**config.mk**
```make
export PLATFORM = sky130hd
export DESIGN_NAME = tlb_walker
export DESIGN_NICKNAME = d
export VERILOG_FILES = /design/src/rtl/tlb_walker_pkg.sv /design/src/rtl/tlb_walker_pde_cache.sv /design/src/rtl/tlb_walker.sv
export SDC_FILE = /design/constraint.sdc
export NUM_CORES = 1
export LEC_CHECK = 0
export ABC_AREA = 0
export CAP_MARGIN = 25
export CELL_PAD_IN_SITES_DETAIL_PLACEMENT = 0
export CELL_PAD_IN_SITES_GLOBAL_PLACEMENT = 2
export CORE_MARGIN = 8
export CORE_UTILIZATION = 25
export CTS_CLUSTER_SIZE = 24
export DETAILED_ROUTE_END_ITERATION = 8
export DONT_BUFFER_PORTS = 1
export MAX_ROUTING_LAYER = met4
export PLACE_DENSITY_LB_ADDON = 0.1
export RECOVER_POWER = 25
export REMOVE_ABC_BUFFERS = 1
export SYNTH_ARGS = -nofsm -noshare
export SYNTH_HDL_FRONTEND = slang
export SYNTH_SLANG_ARGS = --single-unit
```
**constraint.sdc**
```tcl
create_clock -name clk -period 10.52 [get_ports clk]
set_input_delay 1.578 -clock clk [delete_from_list [all_inputs] [get_ports clk]]
set_output_delay 1.578 -clock clk [all_outputs]
set_load 0.03 [all_outputs]
```
**src/rtl/tlb_walker_pkg.sv**
```systemverilog
// tlb_walker_pkg: walker states, PTE bit indices, error-code positions and helpers (TLB_WALKER_PDE_CACHE_EN selects the PDE cache)
package tlb_walker_pkg;
  typedef enum logic [2:0] {IDLE, PDE_RD, PDE_WB, PTE_RD, PTE_WB, FILL, FAULT} state_t;
  localparam int P   = 0;
  localparam int RW  = 1;
  localparam int US  = 2;
  localparam int PWT = 3;
  localparam int PCD = 4;
  localparam int A   = 5;
  localparam int D   = 6;
  localparam int EC_P = 0;
  localparam int EC_W = 1;
  localparam int EC_U = 2;
  localparam logic [31:0] A_MASK = 32'h0000_0020;
  localparam logic [31:0] D_MASK = 32'h0000_0040;
  function automatic logic [31:0] entry_addr(input logic [19:0] base, input logic [9:0] idx);
    return {base, idx, 2'b00};
  endfunction
  function automatic logic perm_fail(input logic [31:0] pde, input logic [31:0] pte,
                                     input logic rw, input logic su, input logic wp);
    logic crw, csu;
    crw = pde[RW] & pte[RW];
    csu = pde[US] & pte[US];
    return (su & ~csu) | (rw & ~crw & (su | wp));
  endfunction
  function automatic logic [2:0] fault_code(input logic su, input logic rw, input logic p);
    logic [2:0] c;
    c = 3'b000;
    c[EC_U] = su;
    c[EC_W] = rw;
    c[EC_P] = p;
    return c;
  endfunction
endpackage

```
**src/rtl/tlb_walker_pde_cache.sv**
```systemverilog
// tlb_walker_pde_cache: one-entry PDE cache keyed by lin[31:22], used when TLB_WALKER_PDE_CACHE_EN is defined
module tlb_walker_pde_cache (
  input  logic        clk,
  input  logic        rst,
  input  logic        clr,
  input  logic        wr,
  input  logic [9:0]  tag,
  input  logic [31:0] wr_pde,
  output logic        hit,
  output logic [31:0] pde
);
  logic       valid;
  logic [9:0] tag_q;
  always_ff @(posedge clk or posedge rst)
    if (rst) begin
      valid <= 1'b0;
      tag_q <= '0;
      pde   <= '0;
    end else if (clr) begin
      valid <= 1'b0;
    end else if (wr) begin
      valid <= 1'b1;
      tag_q <= tag;
      pde   <= wr_pde;
    end
  assign hit = valid && tag_q == tag;
endmodule

```
**src/rtl/tlb_walker.sv**
```systemverilog
// tlb_walker: two-level i386 page walker with A/D write-back and TLB fill; TLB_WALKER_PDE_CACHE_EN adds a PDE cache
module tlb_walker
  import tlb_walker_pkg::*;
#(
  parameter bit WB_AD = 1'b1
) (
  input  logic        clk,
  input  logic        rst,
  input  logic [31:0] cr3,
  input  logic        cr0_wp,
  input  logic        walk_req,
  input  logic [31:0] walk_linear,
  input  logic        walk_rw,
  input  logic        walk_su,
  output logic        walk_done,
  output logic        walk_fault,
  output logic [2:0]  walk_fault_code,
  output logic        walk_retry,
  input  logic        tlbflushsingle_do,
  input  logic        tlbflushall_do,
  output logic        mem_req,
  output logic        mem_we,
  output logic [31:0] mem_addr,
  output logic [31:0] mem_wdata,
  input  logic        mem_ack,
  input  logic [31:0] mem_rdata,
  output logic        tlbregs_write_do,
  output logic [31:0] tlbregs_write_linear,
  output logic [31:0] tlbregs_write_physical,
  output logic        tlbregs_write_pwt,
  output logic        tlbregs_write_pcd,
  output logic        tlbregs_write_combined_rw,
  output logic        tlbregs_write_combined_su
);
  state_t      state;
  logic        stale;
  logic [31:0] pde, pte, lin;
  logic        flush;
  logic        hit;
  logic [31:0] cached_pde;
  logic        unused_ok;
  assign flush = tlbflushall_do | tlbflushsingle_do;
  assign unused_ok = ^cr3[11:0];
`ifdef TLB_WALKER_PDE_CACHE_EN
  logic acked, fault_now;
  assign acked = mem_req & mem_ack;
  assign fault_now = acked & ((state == PDE_RD & ~mem_rdata[P]) |
                              (state == PTE_RD & (~mem_rdata[P] | perm_fail(pde, mem_rdata, walk_rw, walk_su, cr0_wp))));
  tlb_walker_pde_cache u_pde_cache (
    .clk    (clk),
    .rst    (rst),
    .clr    (flush | fault_now),
    .wr     (acked & state == PDE_RD & mem_rdata[P]),
    .tag    (walk_linear[31:22]),
    .wr_pde (mem_rdata | A_MASK),
    .hit    (hit),
    .pde    (cached_pde)
  );
`else
  assign hit = 1'b0;
  assign cached_pde = '0;
`endif
  // A flush landing in the FILL cycle itself must still suppress the fill, so gate with the live flush.
  assign tlbregs_write_do = state == FILL && !(stale || flush);
  assign walk_retry = state == FILL && (stale || flush);
  assign tlbregs_write_linear = lin;
  assign tlbregs_write_physical = {pte[31:12], 12'h000};
  assign tlbregs_write_pwt = pte[PWT];
  assign tlbregs_write_pcd = pte[PCD];
  assign tlbregs_write_combined_rw = pde[RW] & pte[RW];
  assign tlbregs_write_combined_su = pde[US] & pte[US];
  always_ff @(posedge clk or posedge rst)
    if (rst) begin
      state           <= IDLE;
      stale           <= 1'b0;
      pde             <= '0;
      pte             <= '0;
      lin             <= '0;
      mem_req         <= 1'b0;
      mem_we          <= 1'b0;
      mem_addr        <= '0;
      mem_wdata       <= '0;
      walk_done       <= 1'b0;
      walk_fault      <= 1'b0;
      walk_fault_code <= 3'b000;
    end else begin
      walk_done       <= 1'b0;
      walk_fault      <= 1'b0;
      walk_fault_code <= 3'b000;
      if (state != IDLE && flush) stale <= 1'b1;
      case (state)
        IDLE: if (walk_req && !walk_done) begin
          stale <= 1'b0;
          lin   <= walk_linear;
          pde   <= cached_pde;
          state <= hit ? PTE_RD : PDE_RD;
        end
        PDE_RD: if (!mem_req) begin
          mem_req  <= 1'b1;
          mem_we   <= 1'b0;
          mem_addr <= entry_addr(cr3[31:12], lin[31:22]);
        end else if (mem_ack) begin
          mem_req <= 1'b0;
          pde     <= mem_rdata;
          if (!mem_rdata[P]) begin
            state           <= FAULT;
            walk_done       <= 1'b1;
            walk_fault      <= 1'b1;
            walk_fault_code <= fault_code(walk_su, walk_rw, 1'b0);
          end else begin
            state <= WB_AD && !mem_rdata[A] ? PDE_WB : PTE_RD;
          end
        end
        PDE_WB: if (!mem_req) begin
          mem_req   <= 1'b1;
          mem_we    <= 1'b1;
          mem_addr  <= entry_addr(cr3[31:12], lin[31:22]);
          mem_wdata <= pde | A_MASK;
        end else if (mem_ack) begin
          mem_req <= 1'b0;
          mem_we  <= 1'b0;
          pde     <= pde | A_MASK;
          state   <= PTE_RD;
        end
        PTE_RD: if (!mem_req) begin
          mem_req  <= 1'b1;
          mem_we   <= 1'b0;
          mem_addr <= entry_addr(pde[31:12], lin[21:12]);
        end else if (mem_ack) begin
          mem_req <= 1'b0;
          pte     <= mem_rdata;
          if (!mem_rdata[P] || perm_fail(pde, mem_rdata, walk_rw, walk_su, cr0_wp)) begin
            state           <= FAULT;
            walk_done       <= 1'b1;
            walk_fault      <= 1'b1;
            walk_fault_code <= fault_code(walk_su, walk_rw, mem_rdata[P]);
          end else if (WB_AD && (!mem_rdata[A] || (walk_rw && !mem_rdata[D]))) begin
            state <= PTE_WB;
          end else begin
            state     <= FILL;
            walk_done <= 1'b1;
          end
        end
        PTE_WB: if (!mem_req) begin
          mem_req   <= 1'b1;
          mem_we    <= 1'b1;
          mem_addr  <= entry_addr(pde[31:12], lin[21:12]);
          mem_wdata <= pte | A_MASK | (walk_rw ? D_MASK : 32'h0);
        end else if (mem_ack) begin
          mem_req   <= 1'b0;
          mem_we    <= 1'b0;
          pte       <= mem_wdata;
          state     <= FILL;
          walk_done <= 1'b1;
        end
        FILL:    state <= IDLE;
        FAULT:   state <= IDLE;
        default: state <= IDLE;
      endcase
    end
endmodule
```
Word-level counts from Yosys, hierarchy flattened
Index checks and enable logic that the tools add are counted.
- register bits: 170
- bits in latches: 0
- bits in read-only memories: 0
- memory bits (writable): 0
- memories: 0
- bitwise operators: 14
- divide/modulo/power cells: 0
- equality and inequality tests: 20
- multipliers: 0
- reduce and logical (&&, ||, !) cells: 32
- multiplexer cells: 60
- add/sub/neg operators: 0
- shift operators: 0
- $lt $le $gt $ge: 0
- operators with widths (operator ; count):
    two-way mux 32 bit ; 9
    one-hot mux 32 bit (2 select lines) ; 3
    one-hot mux 32 bit (3 select lines) ; 1
    two-way mux 3 bit ; 16
    OR 32 x 7 -> 32 bit ; 1
    inequality test 2 bit, second input constant ; 14
    two-way mux 1 bit ; 22
    one-hot mux 3 bit (5 select lines) ; 1
    two-way mux 6 bit ; 2
    AND reduction 5 bit ; 2
    nonzero test 2 bit ; 5
    AND reduction 3 bit ; 3
    AND reduction 9 bit ; 1
    OR reduction 2 bit ; 4
    AND 1 bit ; 7
    two-way mux 7 bit ; 1
    equality test 3 x 2 -> 1 bit, second input constant ; 2
    equality test 3 bit, second input constant ; 2
    one-hot mux 3 bit (2 select lines) ; 1
    logical AND 1 bit ; 5
    logical NOT 1 bit ; 5
    one-hot mux 1 bit (2 select lines) ; 2
    OR reduction 4 bit ; 1
    equality test 3 x 1 -> 1 bit, second input constant ; 1
    9 further kinds ; 15

Depth between registers and ports, before layout
Gate-level depths: netlist (run 1).
- depth after elaboration: 10
- gate-level depth with buffers: 7
- mapped depth without buffers: 4

Least setup slack after synthesis (run 1)
Ideal clock, no wire load.
- path type: input to output
- from: input tlbflushsingle_do
- to: output tlbregs_write_do
- stages on the path: 1
- buffers on the path: 0
- slack: 6366 ps
- data arrival time: 2576 ps
- required time: 8942 ps
- path through: nor4_1
- word-level cells in the longest chain between the ends: 4
- ends and longest elaborated chain (what ; line ; source):
    start, declared ; tlb_walker.sv:19 ; input logic tlbflushsingle_do,
    OR 1 bit ; tlb_walker.sv:42 ; assign flush = tlbflushall_do | tlbflushsingle_do;
    logical OR 1 bit ; tlb_walker.sv:64 ; assign tlbregs_write_do = state == FILL && !(stale || flush);
    logical NOT 1 bit ; tlb_walker.sv:64 ;
    logical AND 1 bit ; tlb_walker.sv:64 ;
    end, declared ; tlb_walker.sv:27 ; output logic tlbregs_write_do,
Every way passes these cells.

==> results of run 1 <==
==> flip-flops by register name, indices dropped and copies added, names as in the netlist, 3 cells and up <==
name / cells
walk_fault_code: 3
pte: 31
pde: 31
mem_addr: 30
tlbregs_write_linear: 32
state: 3
mem_wdata: 32
==> final cells by class <==
type / count / area, sq um / share of cell area, %
Clock inverter: 15 / 129 / 1.56
Clock buffer: 17 / 425 / 5.15
Sequential cell: 167 / 4180 / 50.6
Inverter: 5 / 20.0 / 0.242
Timing Repair Buffer: 13 / 98.8 / 1.20
Multi-Input combinational cell: 512 / 2920 / 35.4
Tap cell: 390 / 488 / 5.91
==> cell usage after synthesis (5+ instances only) <==
| library cell | n |
|---|---|
| nand2_1 | 160 |
| a21oi_1 | 33 |
| inv_1 | 5 |
| mux2_2 | 32 |
| buf_2 | 15 |
| mux2i_1 | 60 |
| a31oi_1 | 30 |
| buf_4 | 40 |
| nor2_1 | 71 |
| o21ai_0 | 69 |
| dfrtp_1 | 167 |
| clkbuf_1 | 28 |
==> layer usage <==
layer / up-vias / part of all wire [%]
met1: 2545 / 43
met5: - / 0
met3: 11 / 8.2
li1: 2430 / -
met2: 150 / 48
met4: 0 / 0.79
==> per-stage QoR <==
stage / instances / utilization, % / hold WS [ps] / total power, mW / worst slack [ps]
final: 1119 / 27.9 / 483 / 3.12 / 4460
after global routing: 1119 / 27.9 / 528 / 3.35 / 3450
after CTS: 1119 / 28.0 / 489 / 3.19 / 6850
after detailed placement: 1087 / 26.1 / 473 / 2.55 / 6810
after global placement: 1086 / 26.0 / 462 / 2.51 / 6860
after floorplan: 684 / - / 445 / 2.20 / 4420
==> power groups by stage <==
stage,clock [mW],sequential (mW),combinational (mW)
floorplan,0,1.54,0.659
global placement,0,1.66,0.845
detailed placement,0,1.67,0.881
CTS,0.645,1.66,0.881
global route,0.671,1.69,0.985
finish,0.620,1.64,0.857
==> logic make-up after synthesis <==
family / after synthesis
AO/OA/AOI/OAI: 149
XOR/XNOR: 1
buffers and inverters: 89
flip-flops: 167
multiplexers: 92
other: 1
AND/OR/NAND/NOR: 256
==> cells in the final DEF (no fill, tap or decap), types with 2 or more instances in the layout <==
master	synthesis	final
o211ai_1	2	2
nand2b_1	2	2
conb_1	1	14
and2_1	2	2
a21boi_0	3	3
inv_6	0	7
mux2i_1	60	60
nor3_1	4	4
clkbuf_1	28	3
a21oi_1	33	33
clkbuf_16	0	17
nand3b_1	3	3
nor2_1	71	70
nor3b_1	4	3
nor2b_1	3	3
o21ai_0	69	69
buf_4	40	9
a31oi_1	30	30
nand2_1	160	160
mux2_2	32	32
clkinv_2	0	3
inv_1	5	4
dfrtp_1	167	167
or3_1	2	2
inv_8	0	4
==> final timing paths <==
check / start / to / slack [ps] / cells past startpoint
max: rst / pde[6] / 4460 / 3
min: pde[6] / pde[6] / 480 / 2
max reg2reg: state[1] / pte[11] / 6190 / 6
min reg2reg: pde[6] / pde[6] / 480 / 2
max in group clk: state[1] / pte[11] / 6190 / 6
min in group asynchronous: rst / tlbregs_write_linear[5] / 1520 / 1
==> worst max-delay path: stages <==
cell	delay [ps]
clkinvlp_2	1090
clkbuf_1	2710
buf_4	970
==> results.ini, run 1 <==
[timing]
relSlewSlack_pct=-151
drv_slew=181
skew_ps=18.8
fin_crit_ps=6060
worstMarginPinSlew_ps=3760
setup_viol=0
fmax_mhz=165
hold_violations=0
finalCritPeriodShare_pct=57.6
rsz0062_at_grt=no
tns_ps=0

[floorplanning]
die_x_um=190
core_area_sq_um=29600
boundaryPins=246
initial_core_util_pct=25.4
chipHeight_um=190
row_count=63
die_area_sq_um=36000

[worst_setup_path]
crit_type=in2async
path_max_fanout=65
crit_path_start_kind=input port
end_kind=async pin
cp.required_ps=10960
arrival_ps=6500

[synthesis]
synthFlopType=dfrtp_1
yosysTopAreaCell=dfrtp_1
yosys_register_bits=167
ys_async_sr_fraction_pct=100
yosysSeqAreaShare_pct=55.4
synthMuxAreaShare_pct=12.7
synthCells=755
ys_types=41
synth_xor_area_share_pct=0.116
synth_top_family_by_area=simple AND/OR/NAND/NOR gates
avgSynthCellArea_sq_um=9.98
synthSimpleGateAreaFrac_pct=13.7
yosys_warnings=0
synth_area_leaders=dfrtp_1 (55%), mux2i_1 (8.0%), nand2_1 (8.0%)
synthAdderAreaFrac_pct=0
yosysTopAreaCellShare_pct=55.4
synth_edf_count=0
netlist_area_sq_um=7540
synth-compound-area-share_pct=11.2

[outcome]
failed_checks=capacitance limit, slew limit
status=finished, violations left

[cts]
clk_pin_slew_ps=60
h-tree-depth=4
clk_path_buf_depth=2
cts_hold_buffers=0
cts_resized=0
cts.sink_count=167
insertion_delay_ps=430
cts_tree=built
cts-root-buf=clkbuf_16
numCtsBuffers=17
cts_setup_buffers=0

[hold_path]
hold_path.class=reg2reg

[placement]
place_congestion=0.768
dp_hpwl_um=15700
placed_area_sq_um=7730
numPortBuffers=0

[cells_and_area]
drive_gt1_share_pct=11.2
layout.nets=821
area_growth_pct=9.59
stdcell_area_sq_um=8260
antenna_cells=0
fill_cells=3199

[detailed_routing]
firstDrtPassIters=6
viasPerCell=4.59
ant_nets=0
drc=0
wl_per_cell_um=21.0
wl_um=23500
first_iter_violations=244
vias=5136

[global_route]
overflow=0
track_usage_pct=13.5
grt.busiest_layer=met2
grt_pass1_vias=5387
use_met3_pct=5.42
grt_util_met1_pct=16.0
antenna_found_initial=0
grt_max_degree=66
use_met2_pct=21.5
grt_pass1_wl_um=35900

[power_and_ir_drop]
power.share.clock_pct=19.9
worst_ir_drop_vdd_mv=0.149
pwr-share-comb_pct=27.5
p_sw_share_pct=48.9
seq_power_share_pct=52.6
powerDensity_nw_per_um2=378
leakage_nw=3.39
p_int_mw=1.59
p_switching_mw=1.53

[flow_run]
drv_cap=4

No activity file was read; power rests on OpenSTA's default activity.
==> run 2, diff against run 1 <==
==> constraint.sdc (replaced) <==
create_clock -name clk -period 5.8 [get_ports clk]
set_input_delay 0.87 -clock clk [delete_from_list [all_inputs] [get_ports clk]]
set_output_delay 0.87 -clock clk [all_outputs]
set_load 0.03 [all_outputs]
==> results.ini, run 2 (synthesized netlist as in run 1, its figures left out) <==
[outcome]
status=finished, violations left
failed_checks=capacitance limit, slew limit

[worst_setup_path]
path_max_fanout=38
cp_slowest_cell=or3b_2
crit_path_start_kind=flip-flop
arrival_ps=3730
crit_type=reg2reg
slowest_delay_ps=830
end_kind=flip-flop
critPathTopFamily=simple AND/OR/NAND/NOR gates
cp_common_cell=buf_4
crit_buf_inv=2
cp.required_ps=6140
crit_chain=or3b_2 > buf_4 > a21oi_4 > buf_4 > nor2_1 > a31oi_1

[cts]
insertion_delay_ps=430
cts-root-buf=clkbuf_16
cts_hold_buffers=0
cts.sink_count=167
cts_setup_buffers=0
numCtsBuffers=17
clk_pin_slew_ps=70
clk_path_buf_depth=2
cts_tree=built
cts_resized=0
h-tree-depth=4

[cells_and_area]
seq_area_sq_um=4180
area_growth_pct=10.4
layout_common_cells=dfrtp_1 (167), nand2_1 (159), nor2_1 (70)
fill_cells=3140
stdcell_area_sq_um=8320
antenna_cells=0
layout_commonest_cell=dfrtp_1
layout.nets=821
drive_gt1_share_pct=11.9
multi_input_area_sq_um=2930

[detailed_routing]
firstDrtPassIters=5
first_iter_violations=297
drc=0
wl_per_cell_um=21.1
ant_nets=0
wl_um=23600
vias=5166
viasPerCell=4.62

[timing]
drv_slew=56
finalCritPeriodShare_pct=58.4
setup_slack_ps=2410
hold_violations=0
skew_ps=12.6
worstMarginPinSlew_ps=2590
fin_crit_ps=3390
fin_hold_ws_ps=482
fmax_mhz=295
setup_viol=0
relSlewSlack_pct=-73.6
rsz0062_at_grt=no

[global_route]
track_usage_pct=13.4
antenna_found_initial=0
grt_pass1_wl_um=35500
grt_max_degree=63
grt_pass1_vias=5405
overflow=0

[placement]
numPortBuffers=0
place_congestion=0.771
pre_cts_slack_ps=2340
dp_hpwl_um=15900
placed_area_sq_um=7730

[floorplanning]
core_area_sq_um=29600
row_count=63
die_area_sq_um=36000
die_x_um=190
initial_core_util_pct=25.4
chipHeight_um=190
boundaryPins=246

[hold_path]
hold_path.class=reg2reg

[power_and_ir_drop]
leakage_nw=3.42
powerDensity_nw_per_um2=684
worst_ir_drop_vdd_mv=0.299

[flow_run]
drv_cap=1

run 2: cell count changes in the layout (fill, tap and decap cells not counted), sizes merged:
cell and change:
buf +2, inv -2, clkbuf -2, clkinv +1, bufinv +1
run 2: path summary, 6_finish.rpt:
check | from | end | slack (ps) | cells past startpoint
hold reg to reg | pde[6] | pde[6] | 480 | 2
hold / removal | pde[6] | pde[6] | 480 | 2
setup reg to reg | state[1] | pte[7] | 2410 | 6
max in group asynchronous | rst | pte[16] | 2490 | 2
setup / recovery | state[1] | pte[7] | 2410 | 6
min in group asynchronous | rst | tlbregs_write_linear[7] | 1020 | 1
run 2: where the power goes:
group	internal [mW]	total (mW)	switching [mW]
clock network	0.618	1.17	0.550
registers	1.68	2.97	1.29
logic	0.629	1.55	0.919
total	2.93	5.69	2.76
run 2: layout make-up:
type                       instances  share of cell area, %
multi-input combinational        512                   35.2
clock inverter                    15                   2.11
tap                              390                   5.86
sequential                       167                   50.2
timing repair buffer              13                   1.29
clock buffer                      17                   5.11
inverter                           5                  0.241
run 2: metal layers:
layer	GRT usage [%]	share of wire (%)
met1	15.7	42
met2	21.2	48
met3	5.46	8.8
met4	3.52	1.2
met5	-	0
run 2: metrics by stage:
step / setup TNS, ps / utilization, % / cells / power, mW
final: 0 / 28.1 / 1119 / 5.69
after global routing: 0 / 28.1 / 1119 / 6.11
after CTS: 0 / 28.1 / 1119 / 5.83
after detailed placement: 0 / 26.1 / 1087 / 4.62
after global placement: 0 / 26.0 / 1086 / 4.55
after floorplan: -7380 / - / 684 / 3.98
run 2: worst reg2reg max path, cell delays in order, from the launching register on:
cell and delay [ps]:
dfrtp_1 630, or3b_2 840, buf_4 370, a21oi_4 690
buf_4 540, nor2_1 90, a31oi_1 160
